<file path="config.mk">
export PLATFORM = sky130hd
export DESIGN_NAME = sprite_engine
export DESIGN_NICKNAME = d
export VERILOG_FILES = /design/src/rtl/sprite_engine.sv
export SDC_FILE = /design/constraint.sdc
export NUM_CORES = 1
export LEC_CHECK = 0
export BUFFER_PORTS_ARGS = -buffer_cell sky130_fd_sc_hd__buf_2
export CORE_MARGIN = 4
export CORE_UTILIZATION = 30
export CTS_BUF_LIST = sky130_fd_sc_hd__clkbuf_8
export CTS_CLUSTER_DIAMETER = 120
export DETAILED_ROUTE_END_ITERATION = 6
export GPL_TIMING_DRIVEN = 0
export SLEW_MARGIN = 0
export SYNTH_ARGS = -nofsm -noshare
export SYNTH_HDL_FRONTEND = slang
export SYNTH_SLANG_ARGS = --single-unit
</file>
<file path="constraint.sdc">
create_clock -name clk -period 5.1 [get_ports clk]
set_clock_uncertainty 0.05 [all_clocks]
set_input_delay 0.255 -clock clk [delete_from_list [all_inputs] [get_ports clk]]
set_output_delay 0.255 -clock clk [all_outputs]
set_load 0.01 [all_outputs]
</file>
<file path="src/rtl/sprite_engine.sv">
// rtl/sprite_engine.sv - multi-sprite erase/move/draw engine emitting one pixel per cycle
// Define SPRITE_COLLIDE_EN to add the player/bee overlap outputs hit and hit_id.
module sprite_engine #(
  parameter int         NUM_SPRITES = 4,
  parameter int         COORD_W     = 8,
  parameter int         X_MAX       = 159,
  parameter int         Y_MAX       = 119,
  parameter int         SIZE        = 4,
  parameter int         RATE_W      = 28,
  parameter logic [2:0] BG_COLOR    = 3'b000
) (
  input  logic                     clk,
  input  logic                     reset_n,
  input  logic [RATE_W-1:0]        rate,
  input  logic [3:0]               dir_in,
  input  logic [NUM_SPRITES-1:0]   sprite_en,
  input  logic [3*NUM_SPRITES-1:0] sprite_color,
  input  logic                     load_en,
  input  logic [3:0]               load_id,
  input  logic [COORD_W-1:0]       load_x,
  input  logic [COORD_W-1:0]       load_y,
  input  logic [1:0]               load_vx,
  input  logic [1:0]               load_vy,
  output logic [COORD_W-1:0]       x_out,
  output logic [COORD_W-1:0]       y_out,
  output logic [2:0]               color_out,
  output logic                     writeEn,
  output logic                     busy,
  output logic                     frame_done,
  output logic                     overrun
`ifdef SPRITE_COLLIDE_EN
  ,
  output logic                     hit,
  output logic [3:0]               hit_id
`endif
);

  localparam logic [COORD_W-1:0] XL   = COORD_W'(X_MAX - SIZE + 1);
  localparam logic [COORD_W-1:0] YL   = COORD_W'(Y_MAX - SIZE + 1);
  localparam logic [2:0]         LAST = 3'(SIZE - 1);

  typedef enum logic [2:0] {IDLE, ERASE, MOVE, DRAW, NEXT} state_t;

  state_t               state, state_d;
  logic [3:0]           id, id_d;
  logic [2:0]           col, row, col_d, row_d, col_inc, row_inc;
  logic [RATE_W-1:0]    div;
  logic                 tick, pending, start, load_ok, pix_last, en_next;
  logic [COORD_W-1:0]   px [NUM_SPRITES];
  logic [COORD_W-1:0]   py [NUM_SPRITES];
  logic [1:0]           vx [NUM_SPRITES];
  logic [1:0]           vy [NUM_SPRITES];
  logic [COORD_W-1:0]   cur_x, cur_y, new_x, new_y, sel_x, sel_y, pos_x, pos_y;
  logic [1:0]           cur_vx, cur_vy, new_vx, new_vy;
  logic [2:0]           sel_color, color_d;
  logic                 we_d;

  // Returns {velocity, position}; the bounce is decided before the step is applied.
  function automatic logic [COORD_W+1:0] bee_step(input logic [COORD_W-1:0] p,
                                                  input logic [1:0] v,
                                                  input logic [COORD_W-1:0] lim);
    logic [1:0]         nv;
    logic [COORD_W-1:0] np;
    nv = v;
    if (v == 2'b01 && p == lim) nv = 2'b11;
    else if (v == 2'b11 && p == '0) nv = 2'b01;
    case (nv)
      2'b01:   np = p + COORD_W'(1);
      2'b11:   np = p - COORD_W'(1);
      default: np = p;
    endcase
    return {nv, np};
  endfunction

  function automatic logic [COORD_W-1:0] player_step(input logic [COORD_W-1:0] p,
                                                     input logic inc, input logic dec,
                                                     input logic [COORD_W-1:0] lim);
    if (inc && !dec && p < lim) return p + COORD_W'(1);
    if (dec && !inc && p != '0) return p - COORD_W'(1);
    return p;
  endfunction

  function automatic logic [COORD_W-1:0] clamp(input logic [COORD_W-1:0] v,
                                               input logic [COORD_W-1:0] lim);
    return (v > lim) ? lim : v;
  endfunction

  assign tick    = (div == rate);
  assign start   = (state == IDLE) && (tick || pending);
  assign load_ok = (state == IDLE) && !tick && !pending && load_en;
  assign busy    = (state != IDLE);

  always_comb begin
    cur_x = '0; cur_y = '0; cur_vx = '0; cur_vy = '0; en_next = 1'b0;
    for (int i = 0; i < NUM_SPRITES; i++) begin
      if (id == 4'(i)) begin
        cur_x = px[i]; cur_y = py[i]; cur_vx = vx[i]; cur_vy = vy[i];
      end
      if (id + 4'd1 == 4'(i)) en_next = sprite_en[i];
    end
  end

  always_comb begin
    {new_vx, new_x} = bee_step(cur_x, cur_vx, XL);
    {new_vy, new_y} = bee_step(cur_y, cur_vy, YL);
    if (id == 4'd0) begin
      new_x  = player_step(cur_x, ~dir_in[0], ~dir_in[1], XL);
      new_y  = player_step(cur_y, ~dir_in[2], ~dir_in[3], YL);
      new_vx = cur_vx;
      new_vy = cur_vy;
    end
  end

  always_comb begin
    state_d    = state;
    id_d       = id;
    col_d      = col;
    row_d      = row;
    frame_done = 1'b0;
    pix_last   = (col == LAST) && (row == LAST);
    col_inc    = col + 3'd1;
    row_inc    = row;
    if (col == LAST) begin
      col_inc = '0;
      row_inc = row + 3'd1;
    end
    case (state)
      IDLE: if (tick || pending) begin
        id_d    = '0;
        col_d   = '0;
        row_d   = '0;
        state_d = sprite_en[0] ? ERASE : NEXT;
      end
      ERASE, DRAW: begin
        if (pix_last) begin
          col_d   = '0;
          row_d   = '0;
          state_d = (state == ERASE) ? MOVE : NEXT;
        end else begin
          col_d = col_inc;
          row_d = row_inc;
        end
      end
      MOVE: state_d = DRAW;
      NEXT: begin
        if (id == 4'(NUM_SPRITES - 1)) begin
          state_d    = IDLE;
          frame_done = 1'b1;
        end else begin
          id_d    = id + 4'd1;
          state_d = en_next ? ERASE : NEXT;
        end
      end
      default: state_d = IDLE;
    endcase
  end

  // Pixel registers are loaded with the pixel of the state being entered, so they stay in step with the FSM.
  always_comb begin
    sel_x = '0; sel_y = '0; sel_color = '0;
    for (int i = 0; i < NUM_SPRITES; i++) begin
      if (id_d == 4'(i)) begin
        sel_x = px[i]; sel_y = py[i]; sel_color = sprite_color[3*i +: 3];
      end
    end
    pos_x   = (state == MOVE) ? new_x : sel_x;
    pos_y   = (state == MOVE) ? new_y : sel_y;
    we_d    = (state_d == ERASE) || (state_d == DRAW);
    color_d = (state_d == ERASE) ? BG_COLOR : sel_color;
  end

  always_ff @(posedge clk) begin
    if (!reset_n) begin
      state     <= IDLE;
      id        <= '0;
      col       <= '0;
      row       <= '0;
      div       <= '0;
      pending   <= 1'b0;
      overrun   <= 1'b0;
      x_out     <= '0;
      y_out     <= '0;
      color_out <= '0;
      writeEn   <= 1'b0;
      for (int i = 0; i < NUM_SPRITES; i++) begin
        px[i] <= '0; py[i] <= '0; vx[i] <= '0; vy[i] <= '0;
      end
    end else begin
      state     <= state_d;
      id        <= id_d;
      col       <= col_d;
      row       <= row_d;
      div       <= tick ? '0 : div + RATE_W'(1);
      writeEn   <= we_d;
      x_out     <= we_d ? pos_x + COORD_W'(col_d) : '0;
      y_out     <= we_d ? pos_y + COORD_W'(row_d) : '0;
      color_out <= we_d ? color_d : '0;
      if (state == IDLE) pending <= pending && tick;
      else if (tick) begin
        if (pending) overrun <= 1'b1;
        else pending <= 1'b1;
      end
      for (int i = 0; i < NUM_SPRITES; i++) begin
        if (state == MOVE && id == 4'(i)) begin
          px[i] <= new_x; py[i] <= new_y; vx[i] <= new_vx; vy[i] <= new_vy;
        end else if (load_ok && load_id == 4'(i)) begin
          px[i] <= clamp(load_x, XL);
          py[i] <= clamp(load_y, YL);
          if (i != 0) begin
            vx[i] <= load_vx; vy[i] <= load_vy;
          end
        end
      end
    end
  end

`ifdef SPRITE_COLLIDE_EN
  localparam logic [COORD_W:0] SZ = (COORD_W+1)'(SIZE);
  logic             hit_seen, cur_en, overlap;
  logic [COORD_W:0] ax, ay, bx, by;

  always_comb begin
    cur_en = 1'b0;
    for (int i = 0; i < NUM_SPRITES; i++) if (id == 4'(i)) cur_en = sprite_en[i];
    ax      = {1'b0, px[0]};
    ay      = {1'b0, py[0]};
    bx      = {1'b0, cur_x};
    by      = {1'b0, cur_y};
    overlap = (bx < ax + SZ) && (ax < bx + SZ) && (by < ay + SZ) && (ay < by + SZ);
  end

  always_ff @(posedge clk) begin
    if (!reset_n) begin
      hit      <= 1'b0;
      hit_id   <= '0;
      hit_seen <= 1'b0;
    end else begin
      hit <= 1'b0;
      if (start) hit_seen <= 1'b0;
      else if (state == NEXT && id != 4'd0 && cur_en && overlap && !hit_seen) begin
        hit      <= 1'b1;
        hit_id   <= id;
        hit_seen <= 1'b1;
      end
    end
  end
`endif

endmodule

</file>
==> results of run 1 <==
-- state kept, by name (all words and copies together) (netlist names), 3 cells and up --
name,flops
div,28
color_out,3
y_out,8
id,4
col,3
row,3
x_out,8
py,32
px,32
state,3
vx,8
vy,8
-- stage by stage --
stage	total power, mW	hold slack, ns	TNS (ns)	instances	setup WS (ns)
global route	2.539	0.04742	-0.003111	1699	-0.003111
detailed placement	1.569	0.4403	-14.14	1637	-1.316
global placement	1.567	0.4404	-14.21	1637	-1.278
CTS	2.444	0.006626	0	1690	0.002805
floorplan	1.457	0.3663	0	1099	0.1460
finish	2.461	0.02403	0	1699	0.1599
-- report_power, final --
group	total, mW	internal, mW	switching [mW]
Sequential	1.26	1.24	0.0197
Clock	0.871	0.390	0.480
Combinational	0.329	0.126	0.203
-- layer usage --
layer / share of wire [%] / GRT usage, %
met2: 44 / 30.90
met4: 3.0 / 5.843
met5: 0 / 0
met3: 9.6 / 3.669
met1: 43 / 27.31
-- layout by cell type, fill, tap and decap left out, drive strengths merged, types with 7 or more instances in the layout --
cell type  count
a221oi        13
buf          152
mux2i         31
a32oi         10
a221o         11
nand2b        13
nand3         42
a211oi        11
and2          14
xor2          18
inv           45
nor2         109
nand3b         8
a31oi          7
clkbuf        59
o22ai         81
a22oi         12
nand2         73
or3           10
a21oi         62
a32o           7
nor2b         20
o21ai         57
nand4         22
and3          15
xnor2         52
edfxtp        80
dfxtp         63
ha            22
nor3          24
-- kinds of logic after synthesis --
kind of cell	after synthesis	share of synthesized area [%]
fa+ha+maj	24	3.200
compound gates	338	25.03
xor+xnor	70	6.221
buf+inv	109	4.914
flops	143	37.18
mux	37	3.834
simple gates	378	19.63
-- area by class of cell --
cell class | instances | area (um^2) | area share, %
flip-flops and latches | 143 | 3671 | 30.90
multi-input cells | 847 | 6033 | 50.78
clock buffers | 17 | 234.0 | 1.969
clock inverters | 15 | 138.9 | 1.169
plain buffers | 64 | 350.3 | 2.949
inverters | 40 | 155.1 | 1.306
well taps | 442 | 553.0 | 4.655
repair buffers | 131 | 745.7 | 6.276
-- what timing repair did --
| action | CTS | global route |
|---|---|---|
| hold endpoints to repair | 1 | 0 |
| hold buffers | 1 | 0 |
| resized for setup | 48 | 43 |
| setup buffers | 22 | 12 |
| endpoints found under the setup margin | 41 | 9 |
| pin swaps | 17 | 28 |
-- final timing paths --
kind / startpoint / endpoint / cells after the start / slack, ns
max: id[1]$_SDFF_PN0_ / x_out[7]$_SDFF_PN0_ / 22 / 0.16
min: sprite_color[9] / color_out[0]$_SDFF_PP0_ / 3 / 0.02
min reg2reg: overrun$_SDFFE_PN0P_ / overrun$_SDFFE_PN0P_ / 2 / 0.46
max reg2reg: id[1]$_SDFF_PN0_ / x_out[7]$_SDFF_PN0_ / 22 / 0.16
-- worst register-to-register path, stage by stage (launching register included) --
cell and delay (ns):
dfxtp_4 0.37, inv_2 0.06, ha_4 0.18, buf_6 0.15, buf_6 0.16, a221o_1 0.35, a32o_2 0.29, inv_4 0.07
ha_2 0.15, o21ai_1 0.07, a211oi_2 0.32, nand2b_1 0.17, o21a_1 0.23, a21oi_4 0.16, mux2i_1 0.21, o22ai_1 0.13
xnor2_2 0.32, a21oi_1 0.22, ha_1 0.42, a21oi_1 0.11, a211o_1 0.34, o31ai_2 0.22, o41ai_2 0.10
==> out/qor.yml, run 1 <==
grt:
  grt_pass1_wl_mm: 54.28
  grt_overflow: 0
  grtUsageTotal_pct: 19.54
  first_global_vias: 8983
  grt_max_degree: 21
  antenna_found_initial: 0
clock_tree:
  clockBufferDepth: 2
  cts.sinks: 143
  cts_root_buf: "clkbuf_8"
  clock_latency_ns: 0.46
  cts_buffers: 17
  htree_levels: 4
  cts_tree: "done"
  path_clk_slew_ns: 0.09
placed_design:
  dp_hpwl_mm: 27.23
  gp_congestion: 0.9175
  portBuffers: 96
  placed_area_mm2: 0.01090
synth:
  synth_top_area_cell: "edfxtp_1"
  yosys_warnings: 0
  syn-cell-area_mm2: 0.009854
  synth_fp_nets: 1198
  post-synth-top-count-cell: "nor2_1"
  synth_area_leaders: "edfxtp_1, dfxtp_1, o22ai_1"
  synth_edf_count: 80
  ys_seq_area_share_pct: 37.18
  synth.distinct_cells: 97
  async_flop_share_pct: 0
  avgSynthCellArea_um2: 8.967
  syn_inst: 1099
  synth_top_area_share_pct: 24.38
  ys.flop_type: "edfxtp_1"
  synth_commonest_cells: "nor2_1, o22ai_1, edfxtp_1"
  ys_ff_latch: 143
floorplanning:
  core_mm2: 0.03245
  die_area_mm2: 0.03581
  die_height_um: 189.2
  initial_core_util_pct: 30.36
  pin_count: 98
  rows: 66
  dieWidth_um: 189.2
route:
  routed_wl_mm: 36.66
  post_drt_wl_per_cell_um: 21.58
  vias: 9760
  drt_first_pass_iters: 5
  drtIter0Drc: 1067
  ant_nets: 0
  post-route-drc-count: 0
  viasPerCell: 5.745
critical_path:
  path_class: "register to register"
  crit_slowest_cell: "ha_1"
  crit_chain: "inv_2, ha_4, buf_6, buf_6, a221o_1, a32o_2, inv_4, ha_2, o21ai_1, a211oi_2, nand2b_1, o21a_1, a21oi_4, mux2i_1, o22ai_1, xnor2_2, a21oi_1, ha_1, a21oi_1, a211o_1, o31ai_2, o41ai_2"
  arrival_ns: 5.23
  slowest_delay_ns: 0.42
  worstPathRequired_ns: 5.39
  worstSetupStartpointType: "register"
  crit_family: "compound AO/OA/AOI/OAI gates"
  path_buf_inv: 4
  worst_setup_path_end_kind: "register"
  path_max_fanout: 10
pwr:
  vdd_drop_max_mv: 0.1611
  p_leak_nw: 4.419
  powerDensity_mw_per_mm2: 207.1
hold_path:
  hp-class: "input port to register"
job:
  cap_violations: 0
cells_and_area:
  final_util_pct: 36.61
  fillers: 3318
  fin_area_mm2: 0.01188
  area_growth_pct: 20.57
  diodes: 0
  drive_above_1_share_pct: 22.28
  fin_nets: 1343
outcome:
  status: "completed"
sta:
  period_share_pct: 96.86
  finalHoldViolCount: 0
  max-slew-margin-rel_pct: 4.674
  fmax_ghz: 0.2024
  fin_crit_ns: 4.940
  slew_viol_final: 0
  finalSetupViolCount: 0
  worstMarginPinSlew_ns: 1.415
Note: power is estimated with default switching activity, not from simulation.
==> inputs of run 2 (changes only) <==
--- a/config.mk
+++ b/config.mk
@@ -8,7 +8,7 @@
 export BUFFER_PORTS_ARGS = -buffer_cell sky130_fd_sc_hd__buf_2
 export CORE_MARGIN = 4
 export CORE_UTILIZATION = 30
-export CTS_BUF_LIST = sky130_fd_sc_hd__clkbuf_8
+export CTS_BUF_LIST = sky130_fd_sc_hd__clkbuf_16
 export CTS_CLUSTER_DIAMETER = 120
 export DETAILED_ROUTE_END_ITERATION = 6
 export GPL_TIMING_DRIVEN = 0
==> out/qor.yml, run 2 (synthesis gave the netlist of run 1 again) <==
outcome:
  status: "completed"
placed_design:
  portBuffers: 96
  gp_congestion: 0.9175
  dp_hpwl_mm: 27.23
clock_tree:
  cts.sinks: 143
  htree_levels: 4
  cts_tree: "done"
  clockBufferDepth: 2
  clock_latency_ns: 0.43
  cts_root_buf: "clkbuf_16"
  path_clk_slew_ns: 0.06
  ctsHoldBuffers: 0
  cts_buffers: 17
grt:
  grt_pass1_wl_mm: 54.64
  grtUsageTotal_pct: 19.62
  antenna_found_initial: 0
  first_global_vias: 8981
  grt_overflow: 0
  grt_max_degree: 21
route:
  vias: 9755
  viasPerCell: 5.711
  routed_wl_mm: 36.94
  drt_first_pass_iters: 6
  ant_nets: 0
  drtIter0Drc: 1002
  post-route-drc-count: 0
  post_drt_wl_per_cell_um: 21.63
sta:
  worstMarginPinSlew_ns: 1.327
  fmax_ghz: 0.1998
  max-slew-margin-rel_pct: 11.28
  slew_viol_final: 0
  finalSetupViolCount: 0
  fin_crit_ns: 5.005
  finalHoldViolCount: 0
  period_share_pct: 98.14
  tns_ns: 0
floorplanning:
  rows: 66
  core_mm2: 0.03245
  dieWidth_um: 189.2
  pin_count: 98
  die_area_mm2: 0.03581
  initial_core_util_pct: 30.36
  die_height_um: 189.2
critical_path:
  worst_setup_path_end_kind: "register"
  path_buf_inv: 5
  arrival_ns: 5.29
  worstPathRequired_ns: 5.38
  slowest_delay_ns: 0.43
  path_max_fanout: 10
  rrSetupSlack_ns: 0.09
  r2r_end: "x_out[7]$_SDFF_PN0_"
  worstSetupStartpointType: "register"
  path_class: "register to register"
  crit_family: "compound AO/OA/AOI/OAI gates"
  reg2reg_depth: 22
  crit_start: "id[1]$_SDFF_PN0_"
  crit_chain: "buf_4, ha_4, buf_12, buf_8, a221o_1, a32o_2, inv_4, ha_2, o21ai_1, a211oi_2, nand2b_1, o21a_1, a21oi_4, mux2i_1, o22ai_1, xnor2_2, a21oi_1, ha_1, a21oi_2, a211o_1, buf_6, o41ai_2"
  crit_slowest_cell: "ha_1"
  timing.rr.start: "id[1]$_SDFF_PN0_"
pwr:
  vdd_drop_max_mv: 0.2322
  p_leak_nw: 4.573
  power.total_mw: 2.791
  powerDensity_mw_per_mm2: 228.9
cells_and_area:
  register_area_mm2: 0.003671
  fillers: 3288
  reg_top3: "px: 32 flops, py: 32 flops, div: 28 flops"
  area_growth_pct: 23.72
  layout_common_cells: "nor2_1, buf_2, edfxtp_1"
  final_common_cell: "nor2_1"
  multi_input_area_mm2: 0.006031
  fin_nets: 1352
  drive_above_1_share_pct: 23.22
  diodes: 0
hold_path:
  hp-class: "input port to register"
  hold_path_startpoint: "sprite_color[11]"
  holdPathStages: 3
  holdPathEnd: "color_out[2]$_SDFF_PP0_"
job:
  cap_violations: 0
-- run 2: cell types whose count changed in the layout (fill, tap and decap cells not counted), moves of 4 or more --
cell / delta
buf_4: +7
buf_8: +4
clkbuf_8: -17
clkbuf_16: +17
-- run 2: cell type report --
class | count | area share, %
buffer | 65 | 3.325
timing repair buffer | 139 | 6.619
multi-input combinational | 847 | 49.47
clock inverter | 15 | 1.139
inverter | 40 | 1.314
sequential | 143 | 30.11
clock buffer | 17 | 3.489
tap | 442 | 4.536
-- run 2: worst min-delay path, stage by stage --
cell and delay (ns):
buf_2 0.08, a22oi_1 0.06, nor2_1 0.08
-- run 2: routing by layer --
metal  global-route usage (%)  wire [um]  vias up
met5                        0          0        -
met4                    5.454       1046        0
met3                    3.779       3697       73
met2                    31.11      16420      554
met1                    27.46      15770     4644
li1                         -          -     4484
-- run 2: worst max-delay path by stage --
stage / slack (ns) / endpoint / depth (start not counted)
2_1_floorplan: 0.15 / x_out[7]$_SDFF_PN0_ / 23
3_3_place_gp: -1.28 / y_out[7]$_SDFF_PN0_ / 22
3_5_place_dp: -1.32 / x_out[7]$_SDFF_PN0_ / 23
4_1_cts: 0.01 / x_out[7]$_SDFF_PN0_ / 24
5_1_grt: -0.004 / x_out[7]$_SDFF_PN0_ / 23
6_report: 0.09 / x_out[7]$_SDFF_PN0_ / 22
-- run 2: stage by stage --
stage	worst slack [ns]	hold slack, ns	instance area (um^2)	instances	util [%]
5_1_grt	-0.003940	0.05963	12190	1708	37.57
2_1_floorplan	0.1460	0.3663	9862	1099	-
6_report	0.09474	0.04051	12190	1708	37.57
4_1_cts	0.01343	0.03262	11810	1687	36.39
3_3_place_gp	-1.278	0.4404	10900	1637	33.57
3_5_place_dp	-1.316	0.4403	10900	1637	33.57
-- run 2: what timing repair did --
action | in CTS | in global routing
setup buffers | 20 | 23
pin swaps | 16 | 31
hold endpoints to repair | 0 | 0
endpoints found under the setup margin | 40 | 9
gates resized for setup | 51 | 54
-- run 2: power breakdown --
part,leakage (nW),internal (mW),total [mW],switching [mW]
Clock,0.267,0.676,1.20,0.526
Sequential,1.34,1.24,1.26,0.0199
Combinational,2.97,0.125,0.325,0.201
Total,4.57,2.04,2.79,0.747
==> inputs of run 3 (changes only) <==
==> constraint.sdc (replaced) <==
create_clock -name clk -period 6.1 [get_ports clk]
set_clock_uncertainty 0.05 [all_clocks]
set_input_delay 0.305 -clock clk [delete_from_list [all_inputs] [get_ports clk]]
set_output_delay 0.305 -clock clk [all_outputs]
set_load 0.01 [all_outputs]
==> out/qor.yml, run 3 (synthesis gave the netlist of run 1 again) <==
critical_path:
  worstSetupStartpointType: "register"
  worstPathRequired_ns: 6.37
  worst_setup_path_end_kind: "register"
  arrival_ns: 6.08
  path_class: "register to register"
  path_max_fanout: 10
pwr:
  combPwrFrac_pct: 10.1
  power.total_mw: 2.459
  internal-power_mw: 1.800
  p_leak_nw: 4.383
  p_clk_share_pct: 47.0
  vdd_drop_max_mv: 0.1104
  p_switching_uw: 658.8
  swShare_pct: 26.79
  power_frac_seq_pct: 43.0
  powerDensity_mw_per_mm2: 210.4
cells_and_area:
  reg_top3: "px: 32 flops, py: 32 flops, div: 28 flops"
  layout_common_cells: "buf_2, nor2_1, o22ai_1, edfxtp_1, nand2_1"
  final_common_cell: "buf_2"
  area_growth_pct: 18.61
  fin_area_mm2: 0.01169
  drive_above_1_share_pct: 18.17
  diodes: 0
  fillers: 3293
  fin_nets: 1324
route:
  viasPerCell: 5.760
  vias: 9677
  routed_wl_mm: 36.36
  post-route-drc-count: 0
  post_drt_wl_per_cell_um: 21.64
  drt_first_pass_iters: 6
  ant_nets: 0
  drtIter0Drc: 1179
floorplanning:
  core_mm2: 0.03245
  pin_count: 98
  die_height_um: 189.2
  initial_core_util_pct: 30.36
  die_area_mm2: 0.03581
  rows: 66
  dieWidth_um: 189.2
clock_tree:
  cts_buffers: 17
  path_clk_slew_ns: 0.06
  cts.sinks: 143
  clock_latency_ns: 0.44
  cts_root_buf: "clkbuf_16"
  htree_levels: 4
  cts_tree: "done"
  clockBufferDepth: 2
  ctsHoldBuffers: 0
grt:
  first_global_vias: 9439
  grt_max_degree: 21
  grt_pass1_wl_mm: 54.93
  grtUsageTotal_pct: 19.74
  grt_overflow: 0
  antenna_found_initial: 0
sta:
  rsz0062_at_grt: "false"
  slew_viol_final: 0
  finalHoldViolCount: 0
  fin_hold_ws_ns: 0.07391
  setup_ws_ns: 0.2837
  worstMarginPinSlew_ns: 1.352
  fmax_ghz: 0.1719
  finalSetupViolCount: 0
  period_share_pct: 95.35
  fin_crit_ns: 5.816
  max-slew-margin-rel_pct: 9.584
placed_design:
  place_ws_ns: -0.3758
  placed_area_mm2: 0.01089
  gp_congestion: 0.9355
  portBuffers: 96
  dp_hpwl_mm: 26.89
hold_path:
  hp-class: "input port to register"
job:
  cap_violations: 0
outcome:
  status: "completed"
==> run 3: cell types whose count changed in the layout (fill, tap and decap cells not counted), moves of 5 or more <==
cell / before / now
a21oi_1: 51 / 58
a21oi_4: 5 / 0
buf_2: 99 / 108
buf_4: 51 / 19
clkbuf_1: 36 / 42
clkinvlp_4: 5 / 0
ha_1: 14 / 21
==> run 3: stage by stage <==
stage / setup TNS (ns) / instances / utilization (%)
after floorplan: 0 / 1099 / -
after global placement: -1.379 / 1637 / 33.55
after detailed placement: -1.414 / 1637 / 33.55
after CTS: 0 / 1669 / 35.66
after global routing: 0 / 1680 / 36.02
final: 0 / 1680 / 36.02
==> run 3: worst paths after layout <==
path,start,to,slack (ns),cells past startpoint
worst max-delay path,id[0]$_SDFF_PN0_,x_out[7]$_SDFF_PN0_,0.28,22
worst min-delay path,sprite_color[11],color_out[2]$_SDFF_PP0_,0.07,3
worst max register to register,id[0]$_SDFF_PN0_,x_out[7]$_SDFF_PN0_,0.28,22
worst min register to register,overrun$_SDFFE_PN0P_,overrun$_SDFFE_PN0P_,0.42,2
==> run 3: area by class of cell <==
| class | count | area [um^2] | area share, % |
|---|---|---|---|
| Clock buffer | 17 | 425.4 | 3.639 |
| Buffer | 69 | 341.6 | 2.922 |
| Multi-Input combinational cell | 847 | 5777 | 49.42 |
| Clock inverter | 15 | 215.2 | 1.841 |
| Timing Repair Buffer | 107 | 563.0 | 4.817 |
| Tap cell | 442 | 553.0 | 4.731 |
| Sequential cell | 143 | 3664 | 31.34 |
| Inverter | 40 | 150.1 | 1.285 |
==> run 3: metal layers <==
layer / vias to the layer above / wire (um) / track usage, %
met5: - / 0 / 0
met4: 0 / 1799 / 9.850
met2: 551 / 16600 / 31.91
li1: 4426 / - / -
met1: 4585 / 14830 / 25.24
met3: 115 / 3135 / 3.927
==> run 3: what timing repair did <==
| item | CTS | global route |
|---|---|---|
| setup endpoints to repair | 7 | 9 |
| setup buffers | 0 | 11 |
| pin swaps | 1 | 5 |
| gates resized for setup | 7 | 9 |
==> run 3: power groups by stage <==
stage               clock, mW  combinational [mW]  sequential [mW]
floorplan                   0               0.148             1.07
global placement            0               0.231             1.08
detailed placement          0               0.232             1.08
CTS                      1.16               0.236             1.06
global route             1.21               0.268             1.06
finish                   1.15               0.248             1.06
==> run 3: worst max-delay path, stage by stage (launching register included) <==
cell,delay [ns]
dfxtp_1,0.38
inv_1,0.19
ha_2,0.28
buf_2,0.33
buf_4,0.27
nor2b_1,0.15
nor3_1,0.06
a32oi_2,0.44
ha_1,0.25
o21ai_1,0.07
a211oi_2,0.35
nand2b_1,0.17
o21a_1,0.22
a21oi_2,0.24
mux2i_1,0.22
o22ai_1,0.18
xnor2_1,0.47
a21oi_1,0.20
ha_1,0.38
a21oi_1,0.12
a211o_1,0.34
o31ai_2,0.21
o41ai_2,0.10
